===== src/rtl/mem_port_arbiter.sv =====
// Two-requester arbiter sharing one single-beat AXI-style memory port.
// IFU (s0) reads, LSU (s1) reads/writes; one transaction in flight, round-robin on conflict.
module mem_port_arbiter #(
  parameter int ADDR_WIDTH = 32,
  parameter int DATA_WIDTH = 32
) (
  input  logic                    clk,
  input  logic                    rst,
  // IFU read port
  input  logic                    s0_arvalid,
  output logic                    s0_arready,
  input  logic [ADDR_WIDTH-1:0]   s0_araddr,
  output logic                    s0_rvalid,
  input  logic                    s0_rready,
  output logic [DATA_WIDTH-1:0]   s0_rdata,
  output logic [1:0]              s0_rresp,
  // LSU read port
  input  logic                    s1_arvalid,
  output logic                    s1_arready,
  input  logic [ADDR_WIDTH-1:0]   s1_araddr,
  output logic                    s1_rvalid,
  input  logic                    s1_rready,
  output logic [DATA_WIDTH-1:0]   s1_rdata,
  output logic [1:0]              s1_rresp,
  // LSU write port
  input  logic                    s1_awvalid,
  input  logic                    s1_wvalid,
  input  logic [ADDR_WIDTH-1:0]   s1_awaddr,
  input  logic [DATA_WIDTH-1:0]   s1_wdata,
  input  logic [DATA_WIDTH/8-1:0] s1_wstrb,
  output logic                    s1_awready,
  output logic                    s1_bvalid,
  input  logic                    s1_bready,
  output logic [1:0]              s1_bresp,
  // downstream memory port
  output logic                    m_arvalid,
  input  logic                    m_arready,
  output logic [ADDR_WIDTH-1:0]   m_araddr,
  input  logic                    m_rvalid,
  output logic                    m_rready,
  input  logic [DATA_WIDTH-1:0]   m_rdata,
  input  logic [1:0]              m_rresp,
  output logic                    m_awvalid,
  input  logic                    m_awready,
  output logic [ADDR_WIDTH-1:0]   m_awaddr,
  output logic                    m_wvalid,
  input  logic                    m_wready,
  output logic [DATA_WIDTH-1:0]   m_wdata,
  output logic [DATA_WIDTH/8-1:0] m_wstrb,
  input  logic                    m_bvalid,
  output logic                    m_bready,
  input  logic [1:0]              m_bresp,
  output logic                    busy,
  output logic [2:0]              dbg_state
);

  // Handshakes: a transfer happens on a rising edge where valid and ready are both high;
  // valid never waits on ready, and payload stays stable while valid is high.
  typedef enum logic [2:0] {
    IDLE    = 3'd0,
    RD_ADDR = 3'd1,
    RD_DATA = 3'd2,
    WR_REQ  = 3'd3,
    WR_RESP = 3'd4
  } state_t;

  state_t                  r_state, w_next;
  logic                    r_grant, r_last;
  logic [ADDR_WIDTH-1:0]   r_addr;
  logic [DATA_WIDTH-1:0]   r_wdata;
  logic [DATA_WIDTH/8-1:0] r_wstrb;
  logic                    r_awpend, r_wpend;

  logic w_idle, w_s1_wr, w_s1_req, w_pick_s1;
  logic w_acc_s0, w_acc_s1r, w_acc_s1w;

  // Readies are also held low while reset is asserted, since IDLE accepts combinationally.
  assign w_idle    = (r_state == IDLE) & rst;
  assign w_s1_wr   = s1_awvalid & s1_wvalid;
  assign w_s1_req  = s1_arvalid | w_s1_wr;
  assign w_pick_s1 = w_s1_req & (~s0_arvalid | ~r_last);
  assign w_acc_s0  = w_idle & s0_arvalid & ~w_pick_s1;
  assign w_acc_s1r = w_idle & w_pick_s1 & s1_arvalid;
  assign w_acc_s1w = w_idle & w_pick_s1 & ~s1_arvalid & w_s1_wr;

  always_ff @(posedge clk or negedge rst) begin
    if (!rst) r_state <= IDLE;
    else      r_state <= w_next;
  end

  always_comb begin
    w_next     = r_state;
    s0_arready = 1'b0;
    s1_arready = 1'b0;
    s1_awready = 1'b0;
    s0_rvalid  = 1'b0;
    s1_rvalid  = 1'b0;
    s1_bvalid  = 1'b0;
    m_arvalid  = 1'b0;
    m_rready   = 1'b0;
    m_awvalid  = 1'b0;
    m_wvalid   = 1'b0;
    m_bready   = 1'b0;
    case (r_state)
      IDLE: begin
        s0_arready = w_acc_s0;
        s1_arready = w_acc_s1r;
        s1_awready = w_acc_s1w;
        if (w_acc_s0 | w_acc_s1r) w_next = RD_ADDR;
        else if (w_acc_s1w)       w_next = WR_REQ;
      end
      RD_ADDR: begin
        m_arvalid = 1'b1;
        if (m_arready) w_next = RD_DATA;
      end
      RD_DATA: begin
        s0_rvalid = m_rvalid & ~r_grant;
        s1_rvalid = m_rvalid & r_grant;
        m_rready  = r_grant ? s1_rready : s0_rready;
        if (m_rvalid & m_rready) w_next = IDLE;
      end
      WR_REQ: begin
        m_awvalid = r_awpend;
        m_wvalid  = r_wpend;
        // Leave as soon as neither channel still owes a handshake after this edge.
        if (~(r_awpend & ~m_awready) & ~(r_wpend & ~m_wready)) w_next = WR_RESP;
      end
      WR_RESP: begin
        s1_bvalid = m_bvalid;
        m_bready  = s1_bready;
        if (m_bvalid & s1_bready) w_next = IDLE;
      end
      default: w_next = IDLE;
    endcase
  end

  always_ff @(posedge clk or negedge rst) begin
    if (!rst) begin
      r_grant  <= 1'b0;
      r_last   <= 1'b1;
      r_addr   <= '0;
      r_wdata  <= '0;
      r_wstrb  <= '0;
      r_awpend <= 1'b0;
      r_wpend  <= 1'b0;
    end else if (w_acc_s0) begin
      r_addr  <= s0_araddr;
      r_grant <= 1'b0;
      r_last  <= 1'b0;
    end else if (w_acc_s1r) begin
      r_addr  <= s1_araddr;
      r_grant <= 1'b1;
      r_last  <= 1'b1;
    end else if (w_acc_s1w) begin
      r_addr   <= s1_awaddr;
      r_wdata  <= s1_wdata;
      r_wstrb  <= s1_wstrb;
      r_grant  <= 1'b1;
      r_last   <= 1'b1;
      r_awpend <= 1'b1;
      r_wpend  <= 1'b1;
    end else if (r_state == WR_REQ) begin
      if (m_awready) r_awpend <= 1'b0;
      if (m_wready)  r_wpend  <= 1'b0;
    end
  end

  assign m_araddr  = r_addr;
  assign m_awaddr  = r_addr;
  assign m_wdata   = r_wdata;
  assign m_wstrb   = r_wstrb;
  assign s0_rdata  = m_rdata;
  assign s0_rresp  = m_rresp;
  assign s1_rdata  = m_rdata;
  assign s1_rresp  = m_rresp;
  assign s1_bresp  = m_bresp;
  assign busy      = (r_state != IDLE);
  assign dbg_state = r_state;

endmodule


===== config.mk =====
export PLATFORM = sky130hd
export DESIGN_NAME = mem_port_arbiter
export DESIGN_NICKNAME = d
export VERILOG_FILES = /design/src/rtl/mem_port_arbiter.sv
export SDC_FILE = /design/constraint.sdc
export NUM_CORES = 1
export LEC_CHECK = 0
export ABC_CLOCK_PERIOD_IN_PS = 3540
export BUFFER_PORTS_ARGS = -buffer_cell sky130_fd_sc_hd__buf_2
export CAP_MARGIN = 0
export CORE_AREA = 3 3 141 143
export DETAILED_ROUTE_END_ITERATION = 12
export DIE_AREA = 0 0 144 146
export PLACE_DENSITY = 0.57
export SETUP_SLACK_MARGIN = 0.15
export SLEW_MARGIN = 30
export SYNTH_ARGS = -nofsm -noshare
export SYNTH_HDL_FRONTEND = slang
export SYNTH_SLANG_ARGS = --single-unit

===== constraint.sdc =====
create_clock -name clk -period 3.54 [get_ports clk]
set_input_delay 0.708 -clock clk [delete_from_list [all_inputs] [get_ports clk]]
set_output_delay 0.708 -clock clk [all_outputs]
set_load 0.01 [all_outputs]

# After elaboration in Yosys (flattened, before gate mapping)
# Index checks and enable logic that the tools add are counted.
totals:
  input_bits: 182
  out_inout_bits: 185
  wordCells: 88
  latch_bits: 0
  mem_count: 0
  reg_bits: 75
  rom_bits: 0
  ram_bits: 0
classes:
  multipliers: 0
  muxes: 31
  order_cmp: 0
  eq_ne: 9
  div: 0
  add_sub_neg: 0
  n_reduce_logical: 10
  n_shift: 0
  bitwise_logic: 30
op_table:
  columns: ["op", "n"]
  rows:
  - ["32-bit two-way mux", 3]
  - ["1-bit two-way mux", 21]
  - ["3-bit two-way mux", 6]
  - ["1-bit bitwise AND", 16]
  - ["3-bit case mux with 5 select lines", 1]
  - ["1-bit inverter", 11]
  - ["2-bit != test (second input constant)", 4]
  - ["4-bit AND reduction", 2]
  - ["3-bit by 2-bit == test with 1-bit output (second input constant)", 2]
  - ["2-bit nonzero test", 3]
  - ["3-bit nonzero test", 2]
  - ["5-bit AND reduction", 1]
  - ["3-bit by 1-bit == test with 1-bit output (second input constant)", 1]
  - ["3-bit == test (second input constant)", 1]
  - ["3-bit logical NOT", 1]
  - ["3-bit by 2-bit != test with 1-bit output (second input constant)", 1]
  - ["1-bit OR", 3]
  - ["3-bit AND reduction", 1]

# Depth between registers and ports, before layout
# Gate-level depths: netlist of run 1.
depth:
  ltp_word: 9
  ltp_mapped: 6

# Worst setup path after synthesis of run 1
# No wires, ideal clock.
synth_timing:
  path_type: "input to output"
  start: "in rst"
  end: "out s1_awready"
  arrival_ns: 1.712
  stages: 3
  setup_slack_ns: 1.120
  required_time_ns: 2.832
  cell_sequence: "or4b_4 > nor4_4 > buf_4"
synth_via:
  elab_chain_len: 5
synth_lines:
  columns: ["item", "line", "source"]
  rows:
  - ["from (decl)", "8", "input logic rst,"]
  - ["1-bit bitwise AND", "78", "assign w_idle = (r_state == IDLE) & rst;"]
  - ["1-bit bitwise AND (3 in series)", "84", "assign w_acc_s1w = w_idle & w_pick_s1 & ~s1_arvalid & w_s1_wr;"]
  - ["1-bit two-way mux", "104", "case (r_state)"]
  - ["to (decl)", "31", "output logic s1_awready,"]
# Every way passes these cells.

# Final worst setup path of run 1
layout_timing:
  start: "reg r_state[0] (netlist: dbg_state[0])"
  end: "out s1_awready"
layout_via:
  elab_chain_len: 6
layout_lines:
  columns: ["item", "line", "source"]
  rows:
  - ["from (decl)", "67", "state_t r_state, w_next;"]
  - ["from (signal assigned)", "88", "else r_state <= w_next;"]
  - ["3-bit logical NOT (*)", "78, 104", null]
  - ["1-bit bitwise AND", "78", null]
  - ["1-bit bitwise AND (3 in series)", "84", null]
  - ["1-bit two-way mux (*)", "104", null]
# Mark *: on every way between the ends. The rest lies on a longest branch, timed or not.

==> results list, run 1 <==
- Final clock period utilization by the worst path: 0.777
- No sink is reached through more buffers than the 2 on the longest clock path.
- Post-synthesis async set-or-reset flop share: 1.00
- Buffers on Ports: 260
* Transition at the pin with the smallest max-transition slack: 820 ps
- The run finished with clean final reports.
- Of all nets on the critical path, the largest fanout is 17.
- Summed over all nets, the half-perimeter wirelength after detailed placement is about 10 mm.
- Clock tree synthesis found a total of 75 sinks.
- Top FF cell, synth: dfrtp_1
- Initial antenna violation count: 2
- The cell count after synthesis came out at 390.
- Cell with the largest stage delay on the worst path: or4b_4
- Summed over all instances, the cell type with the most area after synthesis is dfrtp_1.
* Number of buffers and inverters on the critical path: 1
* Via count of the first global-routing pass: around 3500
* Cts-stage hold buffer count: 0
* First-pass GRT wire length: 19.3 mm
- Setup repair after global routing left no endpoint under its margin.
* Number of design rule violations left after detail routing: 0
- A synthesized cell averages 11.0 sq um.
- Number of search-and-repair iterations in the first detailed-routing pass: 4
* DR iter-0 viols: 94
* Vias per cell: 4.30
- From synthesis to final layout, the design area changed by 25.0%.
- The cell sitting at the root of the clock tree is a clkbuf_16.
- Proportion of netlist area held by the largest area contributor: 0.433
* End of the worst register-to-register path: m_wdata[5]
- Worst reg2reg setup slack: slightly below 1000 ps
- In the final layout, the share of cells above drive strength 1 is 0.585.
- List of cells traversed by the critical path: or4b_4 -> nor4_4 -> buf_2
- Most instantiated library cell after synthesis: buf_4
- At the later pin of the worst-skew pair, clock insertion delay measures ~330 ps.
* Upper clock frequency limit: 0.364 GHz
* Max Clock Skew: 8.73 ps
- Total power consumption of the routed design: 4280 uW
- Power density over the cells: 802 nW/um^2
- Setup violators final: 0
- Routed WL per cell: 16.6 um
- Met3 demand-to-capacity share in global routing: 0.0368
- In the global route stage, overall resource usage came out at 0.120.
- Hold Path Class: in -> async
* Type of the setup path with the least slack: reg -> out
* Hold Fails Final Rpt: 0
- Effective utilization at floorplan: 0.228
* Core ar.: 18700 sq um
- Measured against its own limit, the worst slew margin works out to 0.451.
* Die Outline Area: 21000 sq um
- Seq/Total Area, Yosys: 0.440
* Total negative slack: 0 ps
* Cells taking the most area after synthesis: dfrtp_1, buf_4, mux2_2, mux2i_1, a221o_1
- Number of clock buffers inserted by TritonCTS: 9
- For this run, global-route usage on met1 was measured as 0.134.
- Data arrives at the worst endpoint at 2040 ps.
* Post-synthesis instance area: approximately 4300 sq um
- 0 antenna diodes ended up in the layout.
- Routability congestion estimate from global placement: 0.740
- Grt peak-use layer: met2
* DIE HEIGHT: 146 um
* Number of nets in the layout: ~730
- The startpoint identified for the worst register-to-register timing path is dbg_state[0].
- In the synthesized netlist, the cells that appear most often are buf_4, dfrtp_1, nor2_1.
* Tightest hold margin: 392 ps
* Number of cells on the worst reg-to-reg path: 4
- In the global route stage, met2 resource usage came out at 0.209.
- In this run, distinct cell masters in the synthesized netlist total 35.
* Flops & latches, synth: 75
- Total via count after detailed routing: 3382
- # rows: 50
- The detail route stage leaves a number of antenna-violating nets equal to 0.
- Overflow left after global routing: 0
- Maximum number of pins on one net before global-route repair: 52
- Total I/O pin count: 367
- Worst EP required: 2830 ps
- The worst setup path is launched from a flop.
- Time the final worst path needs with I/O delays and setup: 2750 ps
* Max-cap violations: 0
- Buffer count from post-CTS setup fixing: 0
- Final Slew Violations: 0
* Count of synthesis-stage warnings from yosys: 0
- Sort of element at the end of the critical path: output pin
- Clock-pin slew was measured on the worst setup and hold paths at approximately 60 ps.
* CTS H-tree depth: 3
* Clock tree from TritonCTS: built
* Aggregate routed wire length: 13.0 mm
- Yosys mapped a number of flops with a built-in enable equal to 0.
* Synthesized Nets: 572
- Horizontal die dimension: 144 um
* Final cell utilization of the core: 0.286
* Delay of the slowest cell on the worst path: 640 ps
* Worst IR drop on VDD: 275 uV
* Cell class contributing the biggest share of worst-path delay: simple AND/OR/NAND/NOR gates
- Leakage: 0.00290 uW
- Number of gates given a new drive strength after cts: 0
## how the worst max path moves through the flow
stage | startpoint | cells after the start | to
global route | dbg_state[0] | 3 | s1_awready
CTS | dbg_state[0] | 3 | s1_awready
global placement | rst | 6 | m_araddr[10]
detailed placement | rst | 6 | m_araddr[24]
finish | dbg_state[0] | 3 | s1_awready
floorplan | rst | 3 | s1_awready
## placed cells by master, fill, tap and decap left out, types with 2 or more instances in the layout
cell       instances
a221o_1           29
nand3_1            2
buf_2            259
a31o_2             2
a21oi_1            2
buf_4              8
nand2_1           12
inv_1              8
dfrtp_1           74
mux2i_1           33
a41oi_1            3
a21o_1             2
nor3_1             3
clkbuf_16          9
o21ai_0            5
nor2_1            37
and2_1             2
and3_1             5
mux2_1             3
mux2_2            33
clkinv_2           4
## cell families after synthesis
group,share of synthesized area
multiplexers,0.172
flip-flops,0.440
buffers and inverters,0.213
AND/OR/NAND/NOR,0.0747
AO/OA/AOI/OAI,0.101
## registers in the layout, indices dropped and copies added, names as in the netlist
register   count
m_araddr      32
m_wdata       32
m_wstrb        4
dbg_state      3
r_awpend       1
r_grant        1
r_last         1
r_wpend        1
## area by class of cell
class | instances | area (sq um)
Clock buffer | 9 | 225
Timing Repair Buffer | 267 | 1360
Sequential cell | 75 | 1880
Clock inverter | 7 | 66.3
Inverter | 8 | 30.0
Fill cell | 1996 | 13400
Tap cell | 234 | 293
Multi-Input combinational cell | 186 | 1490
## metrics by stage
step,setup WS (ps),std cells,area (sq um)
after floorplan,1120,390,4270
after global placement,818,770,5050
after detailed placement,789,770,5050
after CTS,726,786,5340
after global routing,693,786,5340
final,791,786,5340
## where the power goes
part           switching [uW]  leakage, uW  internal, uW  total, uW
sequential                326     0.000940          1270       1600
clock                     356     0.000145           543        899
combinational             912      0.00181           872       1780
total                    1590      0.00290          2690       4280
## metal layers
metal / routed length [um] / up-vias
li1: - / 1587
met5: 34 / -
met2: 6360 / 169
met1: 5220 / 1585
met3: 1140 / 37
met4: 265 / 4
(Power assumes the default switching activity.)
==> run 2: changes to the inputs <==
--- a/config.mk
+++ b/config.mk
@@ -5,13 +5,13 @@
 export SDC_FILE = /design/constraint.sdc
 export NUM_CORES = 1
 export LEC_CHECK = 0
-export ABC_CLOCK_PERIOD_IN_PS = 3540
+export ABC_CLOCK_PERIOD_IN_PS = 2400
 export BUFFER_PORTS_ARGS = -buffer_cell sky130_fd_sc_hd__buf_2
 export CAP_MARGIN = 0
 export CORE_AREA = 3 3 141 143
 export DETAILED_ROUTE_END_ITERATION = 12
 export DIE_AREA = 0 0 144 146
-export PLACE_DENSITY = 0.57
+export PLACE_DENSITY = 0.59
 export SETUP_SLACK_MARGIN = 0.15
 export SLEW_MARGIN = 30
 export SYNTH_ARGS = -nofsm -noshare
==> constraint.sdc (replaced) <==
create_clock -name clk -period 2.4 [get_ports clk]
set_input_delay 0.48 -clock clk [delete_from_list [all_inputs] [get_ports clk]]
set_output_delay 0.48 -clock clk [all_outputs]
set_load 0.01 [all_outputs]
==> results list, run 2 (synthesis gave the netlist of run 1 again) <==
* Run status: completed
- Power density over the cells: 1200 nW/um^2 (+49%)
* First-pass GRT wire length: 18.8 mm (-2.8%)
* Initial antenna violation count: 0 (-2)
- The via density per instance came to 4.24 (-1.5%).
- Tracing the worst setup path back leads to its startpoint at dbg_state[2].
- The layout net count was 741 (+1.6%).
- Clock-pin slew on the worst setup and hold paths: 60 ps (about the same)
- Commonest cells after routing, fill and taps aside: buf_2, dfrtp_1, nor2_1
- The max-slew headroom at the worst pin is 0.559 (+0.108).
- Tot GR Track Use: 0.116 (-0.00398)
* Max-cap violations: 0 (unchanged)
- The die boundary height was 146 um (unchanged).
- The number of global-route vias before repair is 3408 (-1.3%).
- Number of search-and-repair iterations in the first detailed-routing pass: 4 (unchanged)
* Hold Path Class: in -> async
- Type of the setup path with the least slack: reg -> out
- Maximum number of pins on one net before global-route repair: 50 (-3.8%)
- Clock tree from TritonCTS: built
- Reg2reg start: dbg_state[2]
- The total wire length after detailed routing was 12.6 mm (-3.2%).
- Effective utilization at floorplan: 0.228 (unchanged)
- Clock sink total: 75 (unchanged)
- The count of antenna diodes in the layout came to 0 (unchanged).
* Fraction of final layout cells sized beyond drive strength 1: 0.594 (+0.00883)
- CTS H-tree depth: 3 (unchanged)
- Overflow left after global routing: 0 (unchanged)
- The floorplan die area is 21000 sq um (unchanged).
- Leakage: 0.00298 uW (+2.7%)
- Final clock period utilization by the worst path: 0.942
- The final routed DRC violation total came to 0 (unchanged).
- The final hold violation count was 0 (unchanged).
- The row count is 50 (unchanged).
- Final cell utilization of the core: 0.294 (+0.00823)
- The number of top-level pins was 367 (unchanged).
- The average wire length per cell after detail routing is 15.8 um (-4.6%).
- Total negative slack: 0 ps (unchanged)
- Leaving out fill and tap cells, the most frequent cell in the layout is buf_2.
* Clock tree root driver cell: clkbuf_16
- The via total after detailed routing is 3383 (+0.030%).
* Sort of element at the end of the critical path: output pin
- The endpoint arrival time on the critical path is 1780 ps (-260 ps).
* Upper clock frequency limit: ~0.44 GHz
- Final Slew Violations: 0 (unchanged)
- The largest fanout on the critical path came to 3 (-14).
- The maximum vdd ir drop was 307 uV (+12%).
- Transition at the pin with the smallest max-transition slack: 661 ps (-159 ps)
* Max Clock Skew: 5.22 ps (-3.51 ps)
* Buffers on Ports: 260 (unchanged)
- The worst setup path is launched from a flop.
- The maximum number of buffers from clock root to sink came to 2 (unchanged).
- The placeable core region came to 18700 sq um (unchanged).
- Routability congestion estimate from global placement: 0.753 (+1.7%)
- Time the final worst path needs with I/O delays and setup: about 2300 ps
- The endpoint required time on the critical path came to 1920 ps (-910 ps).
- Unrepaired setup endpoints after global routing: yes
* Area growth syn-to-layout: 28.6%
* DR iter-0 viols: 164 (+74%)
- Setup violators final: 0 (unchanged)
- DP HPWL: 9.69 mm (-3.3%)
* Residual antenna-violating net count after detailed routing: 0 (unchanged)
- The clock buffer count from CTS is 9 (unchanged).
* Worst skew pair latency: 340 ps (about the same)
- Horizontal die dimension: 144 um (unchanged)
## run 2: cell count changes in the layout (fill, tap and decap cells not counted)
cell       previous run  this run
inv_8                 0         1
bufinv_16             1         2
buf_12                0         2
inv_6                 1         3
buf_4                 8        18
clkinv_2              4         0
## run 2: power by group
part,internal [uW],switching [uW]
Sequential,1880,390
Combinational,1350,1440
Clock,929,583
Total,4160,2410
## run 2: worst max-delay path: stages (launching register included)
cell	delay, ps
dfrtp_1	390
or4b_4	590
nor4_4	210
buf_12	140
buf_2	120
## run 2: final timing paths
| kind | end | slack, ps | depth (start not counted) |
|---|---|---|---|
| max | s1_awready | 140 | 4 |
| min | dbg_state[0] | 160 | 2 |
| max reg2reg | m_wdata[6] | 160 | 6 |
| min reg2reg | m_wdata[2] | 490 | 1 |
| max in group asynchronous | m_araddr[9] | 1220 | 3 |
| min in group clk | m_wdata[0] | 360 | 2 |
## run 2: repair_timing
action / 4_1_cts / 5_1_grt
setup endpoints to repair: 2 / 26
pin swaps: 1 / 0
resized for setup: 1 / 0
buffers inserted: 1 / 0
hold endpoints to repair: 0 / 0
hold buffers: 0 / 0
## run 2: cell type report
cell class              count  area, sq um
fillers                  1962        13200
inverters                   8         30.0
repair buffers            279         1470
multi-input cells         186         1490
flip-flops and latches     75         1880
clock buffers               9          225
well taps                 234          293
clock inverters             7          105
## run 2: routing by layer
layer | track usage | vias to the layer above | share of wire
met4 | 0.0537 | 0 | 0.019
met1 | 0.133 | 1593 | 0.40
met5 | 0 | - | 0
met2 | 0.204 | 158 | 0.51
li1 | - | 1605 | -
met3 | 0.0223 | 27 | 0.071
## run 2: through the flow
step           setup slack [ps]  hold slack, ps  instances  power, uW  instance area [sq um]
6_report                    140             162        798       6570                   5500
3_3_place_gp                184             466        781       5100                   5150
4_1_cts                     112             157        798       6700                   5500
3_5_place_dp                148             478        781       5130                   5150
2_1_floorplan               347             184        390       4180                   4270
5_1_grt                    78.0             177        798       7060                   5500
==> run 3: changes to the inputs <==
--- a/config.mk
+++ b/config.mk
@@ -8,12 +8,13 @@
 export ABC_CLOCK_PERIOD_IN_PS = 2400
 export BUFFER_PORTS_ARGS = -buffer_cell sky130_fd_sc_hd__buf_2
 export CAP_MARGIN = 0
-export CORE_AREA = 3 3 141 143
+export CORE_AREA = 3 3 140 142
 export DETAILED_ROUTE_END_ITERATION = 12
-export DIE_AREA = 0 0 144 146
-export PLACE_DENSITY = 0.59
+export DIE_AREA = 0 0 143 145
+export PLACE_DENSITY = 0.6
 export SETUP_SLACK_MARGIN = 0.15
 export SLEW_MARGIN = 30
 export SYNTH_ARGS = -nofsm -noshare
 export SYNTH_HDL_FRONTEND = slang
 export SYNTH_SLANG_ARGS = --single-unit
+export TNS_END_PERCENT = 5
==> results list, run 3 (synthesis gave the netlist of run 1 again) <==
- Routed WL per cell: 15.2 um (-3.9%)
- Leakage: 0.00297 uW (-0.36%)
- DP HPWL: 9.16 mm (-5.5%)
- Compared with the post-synthesis result, the final layout area differs by 28.4%.
* Clock-pin slew on the worst setup and hold paths: 60 ps (about the same)
- The actual slew at the worst max-slew pin was 707 ps (+46.5 ps).
- Upper clock frequency limit: 0.436 GHz (-1.4%)
* Commonest cells after routing, fill and taps aside: buf_2, dfrtp_1, nor2_1
- The number of clock sinks came to 75 (unchanged).
- The placeable core region is 18600 sq um (-0.67%).
- Type of the setup path with the least slack: reg -> out
- Setup repair after global routing could not meet its margin everywhere.
* Tot GR Track Use: 0.112 (-0.00350)
- The cell sitting at the root of the clock tree is a clkbuf_16.
* Total via count after detailed routing: 3432 (+1.4%)
- The DRC marker count from the first detailed-route iteration came to 114 (-30%).
* Cell-internal power: 3990 uW (-4.1%)
- Final Slew Violations: 0 (unchanged)
- Fraction of power consumed by combinational cells: 0.433 (+0.009)
- # rows: 50 (unchanged)
- The final routed DRC violation total was 0 (unchanged).
* Total I/O pin count: 367 (unchanged)
* Worst IR drop on VDD: 383 uV (+25%)
- Aggregate routed wire length: 12.1 mm (-4.2%)
- Cts-stage hold buffer count: 0 (unchanged)
* Worst skew pair latency: 330 ps (about the same)
* Routability congestion estimate from global placement: 0.755 (+0.27%)
- Die Outline Area: 20700 sq um (-1.4%)
- The tightest min-delay check is of the in -> async type.
- The maximum number of pins on one net before global-route repair was 77 (+54%).
- The setup-violating endpoint count in the final report came to 0 (unchanged).
- Total power consumption of the routed design: 6330 uW (-3.6%)
- The flow ran to the end, and the final reports show no timing, DRC or antenna violations.
* Vias per cell: 4.32 (+1.8%)
- Endpoint arrival time on the critical path: 1810 ps (+30 ps)
* Fill count: 1924 (-1.9%)
* Largest buffer count on any clock path: 2 (unchanged)
- The antenna violation net count after detailed routing was 0 (unchanged).
- The first-pass GRT wire length came to 18.5 mm (-1.5%).
- DIE HEIGHT: 145 um (-0.68%)
- The max-capacitance violation count came to 0 (unchanged).
* Buffers on Ports: 260 (unchanged)
- The clock share of power was 0.207 (-0.023).
- The worst setup path is captured at an output pin.
* Time the final worst path needs with I/O delays and setup: 2290 ps (+31.6 ps)
- The initial antenna violation count is 0 (unchanged).
* Most common library cell in the layout ignoring fill and taps: buf_2
- Horizontal die dimension: 143 um (-0.69%)
- Tightest hold margin: 296 ps (+134 ps)
* Fraction of final layout cells sized beyond drive strength 1: 0.595 (+0.00139)
- The number of global-route vias before repair came to 3454 (+1.3%).
- Effective utilization at floorplan: 0.230 (+0.00154)
- Net switching power figure: 2340 uW (-2.8%)
- The final period utilization is 0.955 (+0.0132).
- Clock tree from TritonCTS: built
- The instance area at placement came to 5140 sq um (-0.32%).
* Number of clock buffers inserted by TritonCTS: 9 (unchanged)
* Switching share of total power: 0.370 (+0.00322)
* Worst EP required: 1920 ps (about the same)
* Hold Fails Final Rpt: 0 (unchanged)
* CP startpoint kind: flop
- CTS H-tree depth: 3 (unchanged)
- The count of TritonRoute iterations in the first routing pass came to 4 (unchanged).
- The part of the total power dissipated in sequential elements was 0.360 (+0.014).
- The clock skew after layout was 4.50 ps (-0.720 ps).
* Number of nets in the layout: 738 (-0.40%)
- Antenna diode count: 0 (unchanged)
- The largest fanout on the critical path was 4 (+1).
* Final design area excluding fillers: 5490 sq um (-0.16%)
- The total congestion overflow after global routing came to 0 (unchanged).
* Slew Limit Headroom: 0.528 (-0.0310)
- Power density over the cells: 1150 nW/um^2 (-3.5%)
- Total negative slack: 0 ps (unchanged)
[run 3: changes by cell type in the layout (fill, tap and decap cells not counted), moves of 2 or more]
cell | previous run | this run
buf_4 | 18 | 11
bufinv_16 | 2 | 0
clkbuf_8 | 0 | 2
clkinv_2 | 0 | 2
buf_12 | 2 | 4
[run 3: power groups by stage]
stage                     Clock [uW]  Combinational [uW]  Sequential, uW
final                           1310                2740            2280
after global routing            1420                2990            2370
after CTS                       1370                2800            2290
after detailed placement           0                2760            2310
after global placement             0                2730            2300
after floorplan                    0                1640            2550
[run 3: path summary, 6_finish.rpt]
check / from / end / slack (ps) / depth (start not counted)
max: dbg_state[1] / s1_awready / 110 / 4
min: rst / r_wpend / 300 / 2
max reg2reg: dbg_state[1] / m_wdata[19] / 220 / 6
min reg2reg: m_wdata[2] / m_wdata[2] / 480 / 1
max in group asynchronous: rst / dbg_state[1] / 1610 / 2
min in group clk: s1_wdata[0] / m_wdata[0] / 360 / 2
[run 3: cell type report]
cell class	count	area (sq um)	area share
clock inverters	5	35.0	0.00639
flip-flops and latches	75	1880	0.343
repair buffers	276	1500	0.274
well taps	234	293	0.0534
inverters	8	30.0	0.00547
multi-input cells	186	1490	0.272
clock buffers	11	253	0.0461
[run 3: through the flow]
step	cells	utilization	setup WS [ps]
after floorplan	390	-	347
after global placement	775	0.276	159
after detailed placement	775	0.276	132
after CTS	795	0.295	79.2
after global routing	795	0.295	30.1
final	795	0.295	108
[run 3: what timing repair did]
item,in CTS,in global routing
pin swaps,1,0
hold endpoints to repair,0,0
setup endpoints to repair,3,6
gates resized for setup,2,0
buffers inserted,3,0
cloned,1,0
[run 3: critical path, stage by stage (launching register included)]
cell and delay, ps:
dfrtp_2 430, or4b_4 560, nor4_4 230, buf_12 150
buf_2 120
[run 3: per-layer routing]
metal,track usage,up-vias,part of all wire,wire length (um)
met5,0,-,0,0
met4,0.0466,0,0.020,237
met3,0.0303,27,0.072,873
met2,0.195,157,0.51,6210
met1,0.128,1648,0.39,4740
li1,-,1600,-,-
